### config.mk
export PLATFORM = sky130hd
export DESIGN_NAME = rv16_operand_fetch
export DESIGN_NICKNAME = d
export VERILOG_FILES = /design/src/rtl/rv16_operand_fetch.sv
export SDC_FILE = /design/constraint.sdc
export NUM_CORES = 1
export LEC_CHECK = 0
export BUFFER_PORTS_ARGS = -buffer_cell sky130_fd_sc_hd__buf_2
export CAP_MARGIN = 10
export CORE_MARGIN = 2
export CORE_UTILIZATION = 54
export CTS_CLUSTER_DIAMETER = 200
export DETAILED_ROUTE_END_ITERATION = 6
export PLACE_DENSITY = 0.86
export SYNTH_ARGS = -nofsm -noshare
export SYNTH_HDL_FRONTEND = slang
export SYNTH_SLANG_ARGS = --single-unit
### constraint.sdc
create_clock -name clk -period 5.1 [get_ports clk]
set_input_delay 0.51 -clock clk [delete_from_list [all_inputs] [get_ports clk]]
set_output_delay 0.51 -clock clk [all_outputs]
set_load 0.03 [all_outputs]
### src/rtl/rv16_operand_fetch.sv
// Decode/operand-fetch stage: regfile address decode, 1-deep output register, busy scoreboard.
// Optional same-cycle writeback bypass is enabled by defining RV16_OF_FORWARD_EN.
module rv16_operand_fetch #(
   parameter int unsigned XLEN   = 32,
   parameter int unsigned REG_AW = 5
) (
   input  logic              clk,
   input  logic              rst_n,
   input  logic              i_valid,
   output logic              o_ready,
   input  logic [XLEN-1:0]   i_instr,
   input  logic [XLEN-1:0]   i_pc,
   output logic [REG_AW-1:0] o_rs1_addr,
   output logic [REG_AW-1:0] o_rs2_addr,
   input  logic [XLEN-1:0]   i_rs1_data,
   input  logic [XLEN-1:0]   i_rs2_data,
   input  logic              i_wb_write_enable,
   input  logic [REG_AW-1:0] i_wb_rd_addr,
   input  logic [XLEN-1:0]   i_wb_rd_data,
   input  logic              i_flush,
   output logic              o_valid,
   input  logic              i_ready,
   output logic [XLEN-1:0]   o_pc,
   output logic [XLEN-1:0]   o_instr,
   output logic [XLEN-1:0]   o_rs1_val,
   output logic [XLEN-1:0]   o_rs2_val,
   output logic [REG_AW-1:0] o_rd_addr
);
   localparam int unsigned NREG      = 1 << REG_AW;
   localparam logic [6:0]  OP_STORE  = 7'b0100011;
   localparam logic [6:0]  OP_BRANCH = 7'b1100011;

   logic [NREG-1:0]   busy;
   logic [NREG-1:0]   busy_n;
   logic [NREG-1:0]   clr;
   logic [NREG-1:0]   busy_eff;
   logic [NREG-1:0]   src_busy;
   logic [REG_AW-1:0] rs1;
   logic [REG_AW-1:0] rs2;
   logic [REG_AW-1:0] rd;
   logic [6:0]        opcode;
   logic              writes_rd;
   logic              hazard;
   logic              accept;
   logic              valid_n;
   logic [XLEN-1:0]   rs1_val;
   logic [XLEN-1:0]   rs2_val;

   assign opcode     = i_instr[6:0];
   assign rd         = i_instr[7 +: REG_AW];
   assign rs1        = i_instr[15 +: REG_AW];
   assign rs2        = i_instr[20 +: REG_AW];
   assign o_rs1_addr = rs1;
   assign o_rs2_addr = rs2;
   assign writes_rd  = (opcode != OP_STORE) && (opcode != OP_BRANCH) && (rd != '0);

   // Writeback clear vector; x0 is never cleared because it is never set.
   always_comb begin
      clr = '0;
      for (int unsigned r = 1; r < NREG; r++) begin
         clr[r] = i_wb_write_enable && (i_wb_rd_addr == REG_AW'(r));
      end
   end

   assign busy_eff = busy & ~clr;

`ifdef RV16_OF_FORWARD_EN
   assign src_busy = busy_eff;
   assign rs1_val  = (rs1 == '0) ? '0 : (clr[rs1] ? i_wb_rd_data : i_rs1_data);
   assign rs2_val  = (rs2 == '0) ? '0 : (clr[rs2] ? i_wb_rd_data : i_rs2_data);
`else
   logic unused_wb_data;
   assign unused_wb_data = ^i_wb_rd_data;
   assign src_busy = busy;
   assign rs1_val  = (rs1 == '0) ? '0 : i_rs1_data;
   assign rs2_val  = (rs2 == '0) ? '0 : i_rs2_data;
`endif

   assign hazard  = ((rs1 != '0) && src_busy[rs1]) ||
                    ((rs2 != '0) && src_busy[rs2]) ||
                    (writes_rd && busy_eff[rd]);
   assign o_ready = (!o_valid || i_ready) && !hazard && !i_flush;
   assign accept  = i_valid && o_ready;

   // Next valid / scoreboard; a flushed instruction still held here releases its rd.
   always_comb begin
      busy_n  = busy_eff;
      valid_n = o_valid;
      if (i_flush) begin
         valid_n = 1'b0;
         if (o_valid && !i_ready) begin
            busy_n[o_rd_addr] = 1'b0;
         end
      end else if (accept) begin
         valid_n = 1'b1;
         if (writes_rd) begin
            busy_n[rd] = 1'b1;
         end
      end else if (o_valid && i_ready) begin
         valid_n = 1'b0;
      end
   end

   always_ff @(posedge clk or negedge rst_n) begin
      if (!rst_n) begin
         busy      <= '0;
         o_valid   <= 1'b0;
         o_pc      <= '0;
         o_instr   <= '0;
         o_rs1_val <= '0;
         o_rs2_val <= '0;
         o_rd_addr <= '0;
      end else begin
         busy    <= busy_n;
         o_valid <= valid_n;
         if (accept) begin
            o_pc      <= i_pc;
            o_instr   <= i_instr;
            o_rs1_val <= rs1_val;
            o_rs2_val <= rs2_val;
            o_rd_addr <= writes_rd ? rd : '0;
         end
      end
   end
endmodule

==> metrics.md <==
| Metric | Value |
|---|---|
| CP Cell Sequence | `buf_2 -> or4b_2 -> or2_2 -> a311oi_1 -> a2111oi_0 -> nand4_1 -> nor2_1 -> nor4_1 -> buf_2` |
| Core area | `about 0.016 mm^2` |
| Drt wl/cell | `18.5 um` |
| Asr flop ratio synth | `100%` |
| Worst Setup End Kind | `primary output` |
| Critical path data arrival time | `2910 ps` |
| Comb power frac | `37.2%` |
| Commonest non-fill, non-tap cell in the layout | `buf_2` |
| Leakage | `slightly below 6 nW` |
| Crit Reg-Reg Startpoint | `busy[14]$_DFF_PN0_` |
| DRT Pass-1 Iters | `5` |
| Syn Nets | `approximately 910` |
| CTS H-tree lvls | `4` |
| Reg2Reg Setup Slack | `1840 ps` |
| CTS tree | `yes` |
| Hold depth | `3` |
| Slew @ Worst Pin | `858 ps` |
| Initial Utilization | `54.7%` |
| Die area | `0.0170 mm^2` |
| Final non-filler cell area | `0.0107 mm^2` |
| DRC | `0` |
| Die width | `130 um` |
| HPWL Detailed | `15800 um` |
| Post-CTS resize count | `0` |
| Cell Pwr Density | `488 mW/mm^2` |
| I/O Pins | `316` |
| Setup TNS | `0 ps` |
| CP Max Fanout | `7` |
| Int Power | `0.00316 W` |
| Max Slew Vio Count | `0` |
| Via count | `slightly below 7000` |
| Hold Slack | `between 300 and 400 ps` |
| Most frequent cells in the layout | `buf_2, dfrtp_1, nand2_1, mux2i_1, inv_1` |
| Mapped cell area | `0.00863 mm^2` |
| RSZ-0062 raised after global routing | `false` |
| Crit share post-route | `67.1%` |
| GRT Util Overall | `26.4%` |
| Status | `finished clean` |
| Synth warnings | `0` |
| DRT antenna net count | `0` |
| Maxcap violations | `0` |
| Reg2reg end | `o_pc[5]$_DFFE_PN0P_` |
| Sw frac | `about two fifths` |
| PortBufs | `283` |
| Root Driver | `clkbuf_16` |
| DR vias/cell | `5.68` |
| Sw Pwr | `0.00206 W` |
| Clock transition at path regs | `70 ps` |
| CTS Hold Bufs | `1` |
| Hold crit path type | `in2reg` |
| Crit path largest cell delay | `740 ps` |
| Clock Path Buffers | `2` |
| Yosys top cell area share | `48.1%` |
| Area grow syn2layout | `23.8%` |
| Post-CTS Setup Bufs | `0` |
| Hold_sp | `i_rs2_data[19]` |
| CP max-delay cell | `or4b_2` |
| Number of global-route vias before repair | `6755` |
| GRT overflow | `0` |
| Cell variety after synth | `56` |
| Post-Place Cells | `approximately 1200` |
| DRT Wirelength | `roughly 23000 um` |
| Antenna violations before repair | `0` |
| Crit path time final | `~3400 ps` |
| Sink Count | `166` |
| Core Rows | `46` |
| Iteration-0 DRC Markers | `430` |
| Worst Clk Skew | `16.4 ps` |
| Peak supply drop | `0.000322 V` |
| Register-to-Register Path Depth | `8` |
| Post-Layout Cell Count | `1216` |
| Synth Instances | `737` |
| Fraction of layout cells with a size suffix above 1 | `approximately 43%` |
| Largest area contributor in the netlist | `dfrtp_1` |
| Sequential power share | `37.1%` |
| Startpoint types | `input port` |
| Most frequent CP cell | `buf_2` |
| Register bit total from synthesis | `approximately 170` |
| Placed Area | `0.0101 mm^2` |
| Worst-skew pair later-pin latency | `430 ps` |
| Number of diodes | `0` |
| Die height | `130 um` |
| Sequential fraction of the synthesis area | `48.1%` |
| GP Congestion | `0.996` |
| FMAX | `0.292 GHz` |
| Slew HR | `42.8%` |
| Nets | `1159` |
| WHS Endpoint | `o_rs2_val[19]$_DFFE_PN0P_` |
| Synth Flop Type | `dfrtp_1` |
| Final setup fails | `0` |
| Cell types occupying the most area after synthesis | `dfrtp_1, mux2i_1, mux2_4` |
| Synth Area per Inst | `11.7 um^2` |
| Number of synthesized flops with an enable pin | `0` |
| Clock share of power | `25.7%` |
| Endpoints failing hold | `0` |
| WS Path Type | `in2out` |
| Cts bufs inserted | `17` |
| First-pass GRT wire length | `roughly 34000 um` |
| Data required, critical path | `4590 ps` |
| Maximum number of pins on one net before global-route repair | `97` |
[cell usage after synthesis (2+ instances only)]
cell and count:
dfrtp_1 166, o22a_1 2, nor3_1 3, mux2i_1 81, mux4_2 15, nand2_1 84, buf_6 7, o221ai_1 21
nand3_1 26, nor2_1 13, o41ai_2 21, o311ai_0 2, nor2b_1 9, or4b_2 2, nand4_1 6, nor4_1 2
buf_4 11, nand3b_1 6, o21ai_0 18, or3b_2 2, o22ai_1 5, clkbuf_1 27, xnor2_1 2, mux2_4 49
mux2_2 18, a211oi_1 2, nand2b_1 7, o21a_1 3, a21boi_0 2, a31oi_1 2, o21bai_1 2, o211ai_1 4
inv_1 72, or3_1 6, buf_2 13, a21oi_1 3, or2_2 3, and3b_1 2
[logic make-up (layout without fill, tap and decap cells)]
| kind of cell | count (synthesis) | in the layout | synth area share (%) |
|---|---|---|---|
| simple gates | 178 | 178 | 10.1 |
| buf+inv | 131 | 394 | 6.97 |
| mux | 163 | 163 | 24.2 |
| compound gates | 97 | 97 | 10.4 |
| xor+xnor | 2 | 2 | 0.203 |
| flops | 166 | 166 | 48.1 |
[sequential cells by signal, summed over array words and instances (netlist names)]
signal / flops
o_valid: 1
o_rs1_val: 32
busy: 32
o_rs2_val: 32
o_pc: 32
o_rd_addr: 5
o_instr: 32
[worst max path at each step]
stage,start,to,slack [ps]
after floorplan,i_wb_rd_addr[4],o_ready,1610
after global placement,i_instr[16],o_instr[4]$_DFFE_PN0P_,1500
after detailed placement,i_instr[16],o_pc[26]$_DFFE_PN0P_,1470
after CTS,i_wb_rd_addr[4],o_ready,1710
after global routing,i_wb_rd_addr[4],o_ready,1560
final,i_wb_rd_addr[4],o_ready,1680
[critical path, delay by kind of cell]
kind | cells | cell delay [ps]
compound gates | 2 | 370
buf+inv | 2 | 390
simple gates | 5 | 1640
[per-stage QoR]
step | util [%] | power, W | setup WS, ps
2_1_floorplan | - | 0.00326 | 1610
5_1_grt | 67.8 | 0.00547 | 1560
6_report | 67.8 | 0.00522 | 1680
3_3_place_gp | 63.9 | 0.00383 | 1500
3_5_place_dp | 63.9 | 0.00389 | 1470
4_1_cts | 67.8 | 0.00524 | 1710
[layout make-up]
cell class,count,area (um^2)
clock buffers,18,439
clock inverters,13,171
fillers,1181,5080
inverters,72,270
multi-input cells,440,3890
flip-flops and latches,166,4150
well taps,216,270
repair buffers,291,1500
[layer usage]
metal / vias up / track usage [%] / wire (um)
li1: 3113 / - / -
met2: 422 / 42.4 / 10500
met4: 0 / 12.6 / 847
met5: - / 0 / 0
met1: 3302 / 32.5 / 8910
met3: 75 / 8.75 / 2220
[power groups by stage]
| stage | combinational [W] | sequential [W] | clock (W) |
|---|---|---|---|
| 4_1_cts | 0.00195 | 0.00193 | 0.00136 |
| 3_5_place_dp | 0.00195 | 0.00194 | 0 |
| 5_1_grt | 0.00207 | 0.00199 | 0.00142 |
| 2_1_floorplan | 0.000601 | 0.00266 | 0 |
| 6_report | 0.00194 | 0.00194 | 0.00134 |
| 3_3_place_gp | 0.00190 | 0.00193 | 0 |
No activity file was read; power rests on OpenSTA's default activity.
